**config.mk**
```make
export PLATFORM = sky130hd
export DESIGN_NAME = atm_pin_entry
export DESIGN_NICKNAME = d
export VERILOG_FILES = /design/src/rtl/atm_pin_entry.sv
export SDC_FILE = /design/constraint.sdc
export NUM_CORES = 1
export LEC_CHECK = 0
export CORE_MARGIN = 3
export CORE_UTILIZATION = 48
export CTS_BUF_LIST = sky130_fd_sc_hd__clkbuf_4 sky130_fd_sc_hd__clkbuf_8 sky130_fd_sc_hd__clkbuf_16
export DETAILED_ROUTE_END_ITERATION = 10
export PLACE_DENSITY = 0.77
export SLEW_MARGIN = 20
export SYNTH_ARGS = -nofsm -noshare
export SYNTH_HDL_FRONTEND = slang
export SYNTH_SLANG_ARGS = --single-unit
```
**constraint.sdc**
```tcl
create_clock -name clk -period 2 [get_ports clk]
set_input_delay 0.4 -clock clk [delete_from_list [all_inputs] [get_ports clk]]
set_output_delay 0.4 -clock clk [all_outputs]
set_load 0.05 [all_outputs]
```
**src/rtl/atm_pin_entry.sv**
```systemverilog
// Keypad PIN collector: buffers BCD digits, compares against the stored PIN and
// reports each attempt. Optional inactivity abort enabled by `define ATM_PIN_TIMEOUT_EN.
module atm_pin_entry #(
    parameter int PIN_DIGITS     = 4,
    parameter int TIMEOUT_CYCLES = 1000
) (
    input  logic                    clk,
    input  logic                    reset,
    input  logic                    card_inserted,
    input  logic                    key_valid,
    input  logic [3:0]              key_code,
    output logic                    key_ready,
    input  logic [4*PIN_DIGITS-1:0] stored_pin,
    output logic                    pin_entered,
    output logic                    pin_correct,
    output logic [2:0]              digit_count,
    output logic                    timeout
);

    localparam int         PIN_W     = 4 * PIN_DIGITS;
    localparam logic [2:0] FULL      = 3'(PIN_DIGITS);
    localparam logic [3:0] KEY_CLEAR = 4'hA;
    localparam logic [3:0] KEY_ENTER = 4'hB;

    if (PIN_DIGITS < 1 || PIN_DIGITS > 7 || TIMEOUT_CYCLES < 2) begin : g_param_check
        $error("atm_pin_entry: PIN_DIGITS must be 1..7 and TIMEOUT_CYCLES >= 2");
    end

    typedef enum logic [1:0] {
        IDLE    = 2'd0,
        COLLECT = 2'd1,
        COMPARE = 2'd2,
        REPORT  = 2'd3
    } state_t;

    state_t           state, state_n;
    logic [PIN_W-1:0] buffer, buffer_n;
    logic [PIN_W+3:0] shifted;
    logic [2:0]       count, count_n;
    logic             short_q, short_n;
    logic             pin_correct_n;
    logic             card_q;

`ifdef ATM_PIN_TIMEOUT_EN
    localparam int              TMR_W    = $clog2(TIMEOUT_CYCLES);
    localparam logic [TMR_W-1:0] TMR_LAST = TMR_W'(TIMEOUT_CYCLES - 1);
    logic [TMR_W-1:0] timer, timer_n;
`endif

    // New digit enters at the LS nibble; the oldest digit falls out of the top.
    assign shifted     = {buffer, key_code};
    assign digit_count = count;

    always_comb begin
        state_n       = state;
        buffer_n      = buffer;
        count_n       = count;
        short_n       = short_q;
        pin_correct_n = pin_correct;
        key_ready     = 1'b0;
        pin_entered   = 1'b0;
        timeout       = 1'b0;
`ifdef ATM_PIN_TIMEOUT_EN
        timer_n       = timer;
`endif
        case (state)
            IDLE: begin
                if (card_inserted && !card_q) begin
                    state_n  = COLLECT;
                    buffer_n = '0;
                    count_n  = 3'd0;
`ifdef ATM_PIN_TIMEOUT_EN
                    timer_n  = '0;
`endif
                end
            end

            COLLECT: begin
                key_ready = 1'b1;
                // Card removal beats any key offered in the same cycle.
                if (!card_inserted) begin
                    state_n  = IDLE;
                    buffer_n = '0;
                    count_n  = 3'd0;
                end else if (key_valid) begin
`ifdef ATM_PIN_TIMEOUT_EN
                    timer_n = '0;
`endif
                    if (key_code <= 4'd9) begin
                        if (count < FULL) begin
                            buffer_n = shifted[PIN_W-1:0];
                            count_n  = count + 3'd1;
                        end
                    end else if (key_code == KEY_CLEAR) begin
                        buffer_n = '0;
                        count_n  = 3'd0;
                    end else if (key_code == KEY_ENTER) begin
                        state_n = COMPARE;
                        short_n = (count != FULL);
                    end
                end else begin
`ifdef ATM_PIN_TIMEOUT_EN
                    if (timer == TMR_LAST) begin
                        timeout  = 1'b1;
                        state_n  = IDLE;
                        buffer_n = '0;
                        count_n  = 3'd0;
                    end else begin
                        timer_n = timer + 1'b1;
                    end
`endif
                end
            end

            COMPARE: begin
                if (!card_inserted) begin
                    state_n  = IDLE;
                    buffer_n = '0;
                    count_n  = 3'd0;
                end else begin
                    state_n       = REPORT;
                    pin_correct_n = !short_q && (buffer == stored_pin);
                end
            end

            REPORT: begin
                pin_entered = 1'b1;
                buffer_n    = '0;
                count_n     = 3'd0;
`ifdef ATM_PIN_TIMEOUT_EN
                timer_n     = '0;
`endif
                state_n     = card_inserted ? COLLECT : IDLE;
            end

            default: begin
                state_n = IDLE;
            end
        endcase
    end

    always_ff @(posedge clk) begin
        if (!reset) begin
            state       <= IDLE;
            buffer      <= '0;
            count       <= 3'd0;
            short_q     <= 1'b0;
            pin_correct <= 1'b0;
            card_q      <= 1'b0;
`ifdef ATM_PIN_TIMEOUT_EN
            timer       <= '0;
`endif
        end else begin
            state       <= state_n;
            buffer      <= buffer_n;
            count       <= count_n;
            short_q     <= short_n;
            pin_correct <= pin_correct_n;
            card_q      <= card_inserted;
`ifdef ATM_PIN_TIMEOUT_EN
            timer       <= timer_n;
`endif
        end
    end

endmodule

```
==> results of run 1 <==
[final cells by class]
cell class | instances | area, um^2
Tap cell | 30 | 37.5
Fill cell | 222 | 805
Clock buffer | 3 | 22.5
Inverter | 4 | 15.0
Multi-Input combinational cell | 110 | 747
Sequential cell | 24 | 480
Timing Repair Buffer | 39 | 393
[power by group]
part           leakage, nW  switching [mW]  internal (mW)
sequential           0.194         0.00399          0.481
clock               0.0138           0.143         0.0706
combinational        0.585          0.0767         0.0941
total                0.793           0.224          0.646
[worst max-delay path by stage]
stage              startpoint        endpoint  slack (ns)  depth (start not counted)
6_report          pin_correct     pin_correct        0.14                          1
5_1_grt           pin_correct     pin_correct         0.1                          1
4_1_cts        digit_count[2]  digit_count[2]       0.005                          1
3_5_place_dp      key_code[3]       buffer[2]        0.04                          6
3_3_place_gp      key_code[3]       buffer[1]        0.10                          6
2_1_floorplan        state[0]       buffer[3]         0.1                          4
[cells in the mapped netlist]
master    instances
a21o_1            1
a21oi_1           1
a31o_2            1
a32o_1            2
a41o_1            1
and2_1            1
and3_1            1
and3b_1           1
buf_12            1
buf_2             1
buf_4             1
clkbuf_1          2
conb_1            1
dfxtp_1          24
ha_1              2
inv_1             4
mux2i_1          16
nand2_1          33
nand3_1           6
nand3b_1          2
nand4b_1          1
nor2_1            6
nor2b_1           2
nor3_1            1
nor3b_1           1
nor3b_2           1
nor4_1            4
nor4b_1           1
o211a_1           1
o211ai_4          1
o21a_1            2
o21ai_0           1
o21ai_1           1
o21ai_2           2
xor2_1           16
[per-stage QoR]
| stage | setup slack, ns | cells | total power [mW] | hold slack (ns) | cell area, um^2 |
|---|---|---|---|---|---|
| 2_1_floorplan | 0.0967 | 143 | 0.581 | 0.450 | 1280 |
| 3_3_place_gp | 0.105 | 207 | 0.663 | 0.463 | 1670 |
| 3_5_place_dp | 0.0366 | 207 | 0.667 | 0.465 | 1670 |
| 4_1_cts | 0.00485 | 210 | 0.876 | 0.488 | 1690 |
| 5_1_grt | 0.0988 | 210 | 0.902 | 0.508 | 1700 |
| 6_report | 0.143 | 210 | 0.870 | 0.483 | 1700 |
[metal layers]
layer  global-route usage (%)  vias to the layer above  routed length [um]
li1                         -                      562                   -
met4                     6.29                        0                  36
met1                     22.5                      528                1260
met2                     33.7                       28                1430
met3                     3.56                        5                 140
met5                        0                        -                   0
[cells by family (layout without fill, tap and decap cells)]
kind of cell | count (synthesis) | after routing | synth area share (%)
AO/OA/AOI/OAI | 14 | 14 | 9.76
AND/OR/NAND/NOR | 61 | 61 | 22.8
flip-flops | 24 | 24 | 37.5
buffers and inverters | 9 | 46 | 4.29
adder cells (fa/ha/maj) | 2 | 2 | 1.95
XOR/XNOR | 16 | 16 | 10.9
other | 1 | 1 | 0.292
multiplexers | 16 | 16 | 12.5
[state kept, by name (all words and copies together) (netlist names)]
register	cells
buffer	16
digit_count	3
state	2
card_q	1
pin_correct	1
short_q	1
==> out/metrics.yaml, run 1 <==
ctsHoldBuffers: 0
vias: 1123
clock-root-buffer: "clkbuf_4"
hpwl_mm: 2.26
grt_usage_pct: 18.8
crit_fanout: 2
die_w_um: 57.7
hp-class: "reg2reg"
cap_viol_max_count: 0
grt_antenna_before_repair: 0
period_share_pct: 92.9
tns_ns: 0
path_class: "reg2out"
outcome: "finished, final reports clean"
via_per_inst: 5.35
synth_top_area_cell: "dfxtp_1"
grt_max_degree: 20
initial_core_util_pct: 51.3
finalClockSkew_ns: 0.000618
die_h_um: 57.7
synth-seq-area-share_pct: 37.5
drc: 0
cts_tree: "built"
core_area_um2: 2500
grt_setup_unrepaired: "false"
numClockSinks: 24
drt_iter0_drc: 36
ir_drop_uv: 509
tightest_slew_ns: 0.502
yosys_warnings: 0
utilization_pct: 67.8
max_freq_mhz: 538
crit_chain: "clkdlybuf4s50_1"
crit_family: "buffers and inverters"
worstSkewPairLatency_ns: 0.31
yosys-top-cells-area: "dfxtp_1 37%, mux2i_1 12%, xor2_1 11%, nand2_1 9.7%, nand3_1 2.3%"
maxSlewHeadroom_pct: 66.5
final_cell_mix: "33 x nand2_1, 24 x dfxtp_1, 24 x clkdlybuf4s50_1"
min_to: "buffer[14]"
r2r_cells: 5
postCtsSetupBuffers: 0
grt_first_pass_wirelength_mm: 4.89
worst_path_max_delay_cell: "clkdlybuf4s50_1"
drive_gt1_share_pct: 11.1
portBuffers: 29
cpPeakStageDelay_ns: 0.80
ios: 31
setup_viol: 0
cts.clk_slew.worst_paths_ns: 0.13
final_antenna_net_count: 0
numCtsBuffers: 3
end_kind: "primary output"
power_density_nw_per_um2: 513
cts_buffer_depth: 2
r2r-start: "state[1]"
leakagePower_nw: 0.793
nets: 208
place_congestion: 0.903
critPathBufInv: 1
syn-cell-area_um2: 1280
hold_depth: 2
dieArea_um2: 3330
synth_cell_types: 35
yosysTopAreaCellShare_pct: 37.5
syn_avg_cell_area_um2: 8.97
grt-ovfl-total: 0
final_common_cell: "nand2_1"
wl_per_cell_um: 13.7
areaGrowthSynthToFinish_pct: 32.2
post_cts_resized: 0
grt_pass1_vias: 1152
reg2reg_slack_ns: 0.45
hold_viol_final: 0
num_rows: 18
min_from: "buffer[14]"
drt_wl_total_mm: 2.87
finalCriticalPeriod_ns: 1.86
synth_seq_cells: 24
start_kind: "flip-flop"
crit_required_ns: 1.60
diodes: 0
rr_endpoint: "buffer[10]"
dr.pass1.iters: 4
syn_nets: 169
netlist_instances: 143
cp.arrival_ns: 1.46
htreeDepth: 1
drv_slew: 0
Note: power is estimated with default switching activity, not from simulation.
==> run 2: changes to the inputs <==
--- a/config.mk
+++ b/config.mk
@@ -6,10 +6,10 @@
 export NUM_CORES = 1
 export LEC_CHECK = 0
 export CORE_MARGIN = 3
-export CORE_UTILIZATION = 48
+export CORE_UTILIZATION = 52
 export CTS_BUF_LIST = sky130_fd_sc_hd__clkbuf_4 sky130_fd_sc_hd__clkbuf_8 sky130_fd_sc_hd__clkbuf_16
 export DETAILED_ROUTE_END_ITERATION = 10
-export PLACE_DENSITY = 0.77
+export PLACE_DENSITY = 0.82
 export SLEW_MARGIN = 20
 export SYNTH_ARGS = -nofsm -noshare
 export SYNTH_HDL_FRONTEND = slang
==> constraint.sdc (replaced) <==
create_clock -name clk -period 2.2 [get_ports clk]
set_input_delay 0.44 -clock clk [delete_from_list [all_inputs] [get_ports clk]]
set_output_delay 0.44 -clock clk [all_outputs]
set_load 0.05 [all_outputs]
==> out/metrics.yaml, run 2 (synthesis gave the netlist of run 1 again) <==
ios: 31  # unchanged
rr_endpoint: "buffer[10]"  # unchanged
crit_fanout: 5  # was 2
path_class: "reg2out"  # unchanged
via_per_inst: 5.49  # was 5.35
clock-root-buffer: "clkbuf_4"  # unchanged
p_comb_share_pct: 18.7  # was 19.6%
r2r_cells: 5  # unchanged
drv_slew: 0  # unchanged
die_w_um: 55.7  # was 57.7 um
report.power.total_mw: 0.774  # was 0.870 mW
max_freq_mhz: 494
finalClockSkew_ns: 0.0125  # was 0.000618 ns
core_area_um2: 2280  # was 2500 um^2
ctsHoldBuffers: 0  # unchanged
numCtsBuffers: 3  # unchanged
hold_depth: 2  # unchanged
end_kind: "primary output"  # unchanged
ir_drop_uv: 341  # was 509 uV
outcome: "finished, final reports clean"  # unchanged
critPathBufInv: 1  # unchanged
final_common_cell: "nand2_1"  # unchanged
grt_setup_unrepaired: "false"  # unchanged
areaGrowthSynthToFinish_pct: 27.6  # was 32.2%
numClockSinks: 24  # unchanged
crit_family: "buffers and inverters"  # unchanged
tns_ns: 0  # unchanged
cp_num_cells: 1  # unchanged
cpPeakStageDelay_ns: 0.84  # was 0.80 ns
seq_area_um2: 480  # unchanged
leakagePower_nw: 0.713  # was 0.793 nW
die_h_um: 55.7  # was 57.7 um
grt_first_pass_wirelength_mm: 4.70  # was 4.89 mm
p_sw_share_pct: 25.3  # was 25.7%
drt_iter0_drc: 32  # was 36
final_cell_mix: "33 x nand2_1, 27 x clkdlybuf4s50_1, 24 x dfxtp_1"  # was 33 x nand2_1, 24 x dfxtp_1, 24 x clkdlybuf4s50_1
grt-ovfl-total: 0  # unchanged
hold_viol_final: 0  # unchanged
largest_reg_flops: 16  # unchanged
grt_max_degree: 17  # was 20
min_from: "buffer[14]"  # unchanged
post_cts_resized: 1  # was 0
cts.clk_slew.worst_paths_ns: 0.13  # about the same
p_int_mw: 0.578  # was 0.646 mW
top_register: "buffer"  # unchanged
utilization_pct: 71.9  # was 67.8%
start_kind: "flip-flop"  # unchanged
cts_buffer_depth: 2  # unchanged
holdWs_ns: 0.487  # was 0.483 ns
drc: 0  # unchanged
p_sw_mw: 0.196  # was 0.224 mW
grt_antenna_before_repair: 0  # unchanged
final_antenna_net_count: 0  # unchanged
drt_wl_total_mm: 2.83  # was 2.87 mm
crit_required_ns: 1.76  # was 1.60 ns
num_rows: 17  # was 18
cap_viol_max_count: 0  # unchanged
hpwl_mm: 2.21  # was 2.26 mm
multi_input_area_um2: 747  # unchanged
period_share_pct: 91.9
worstSkewPairLatency_ns: 0.31  # about the same
postCtsSetupBuffers: 0  # unchanged
sequentialPowerShare_pct: 57.0  # was 55.8%
cts_tree: "built"  # unchanged
wl_per_cell_um: 14.0  # was 13.7 um
grt_pass1_vias: 1088  # was 1152
diodes: 0  # unchanged
initial_core_util_pct: 56.3  # was 51.3%
vias: 1115  # was 1123
grt_usage_pct: 18.4  # was 18.8%
place_congestion: 0.832  # was 0.903
power_density_nw_per_um2: 473  # was 513 nW/um^2
maxSlewHeadroom_pct: 66.7  # was 66.5%
finalCriticalPeriod_ns: 2.02
setup_viol: 0  # unchanged
hp-class: "reg2reg"  # unchanged
clkPwrFrac_pct: 24.3  # was 24.6%
cp.arrival_ns: 1.58  # was 1.46 ns
reg2reg_slack_ns: 0.55  # was 0.45 ns
dieArea_um2: 3100  # was 3330 um^2
portBuffers: 29  # unchanged
drive_gt1_share_pct: 8.00  # was 11.1%
min_to: "buffer[14]"  # unchanged
htreeDepth: 1  # unchanged
tightest_slew_ns: 0.498  # was 0.502 ns
fillCellCount: 187  # was 222
worst_path_max_delay_cell: "clkdlybuf4s50_1"  # unchanged
nets: 203  # was 208
r2r-start: "state[1]"  # unchanged
crit_chain: "clkdlybuf4s50_1"  # unchanged
dr.pass1.iters: 4  # unchanged
run 2: changes by cell type in the layout (fill, tap and decap cells not counted), sizes merged:
cell / before / now
buf: 12 / 6
dlymetal6s2s: 3 / 0
clkdlybuf4s50: 24 / 27
dlygate4sd2: 0 / 1
run 2: how the worst max path moves through the flow:
stage                        start        endpoint  slack (ns)
finish              digit_count[2]  digit_count[2]        0.18
global placement     card_inserted      buffer[11]        0.21
detailed placement     key_code[2]      buffer[13]        0.13
floorplan                 state[0]       buffer[3]        0.30
CTS                 digit_count[2]  digit_count[2]        0.19
global route        digit_count[2]  digit_count[2]        0.13
run 2: metal layers:
layer	up-vias	routed length (um)	GRT usage, %
met3	2	168	2.55
met5	-	0	0
met2	32	1330	30.7
met4	0	17	5.56
met1	529	1320	24.6
li1	552	-	-
run 2: power by group through the flow:
stage          combinational (mW)  clock (mW)  sequential (mW)
2_1_floorplan              0.0772           0            0.451
5_1_grt                     0.153       0.214            0.442
3_3_place_gp                0.141           0            0.451
3_5_place_dp                0.143           0            0.451
6_report                    0.145       0.188            0.441
4_1_cts                     0.144       0.192            0.441
run 2: final cells by class:
class	instances	area share [%]
clock buffer	3	1.38
inverter	4	0.917
multi-input combinational	110	45.6
sequential	24	29.4
tap	28	2.14
timing repair buffer	34	20.6
run 2: per-stage QoR:
stage | setup slack, ns | instances | instance area (um^2)
final | 0.177 | 203 | 1640
after CTS | 0.186 | 203 | 1640
after detailed placement | 0.134 | 200 | 1620
after global placement | 0.208 | 200 | 1620
after floorplan | 0.297 | 143 | 1280
after global routing | 0.132 | 203 | 1640
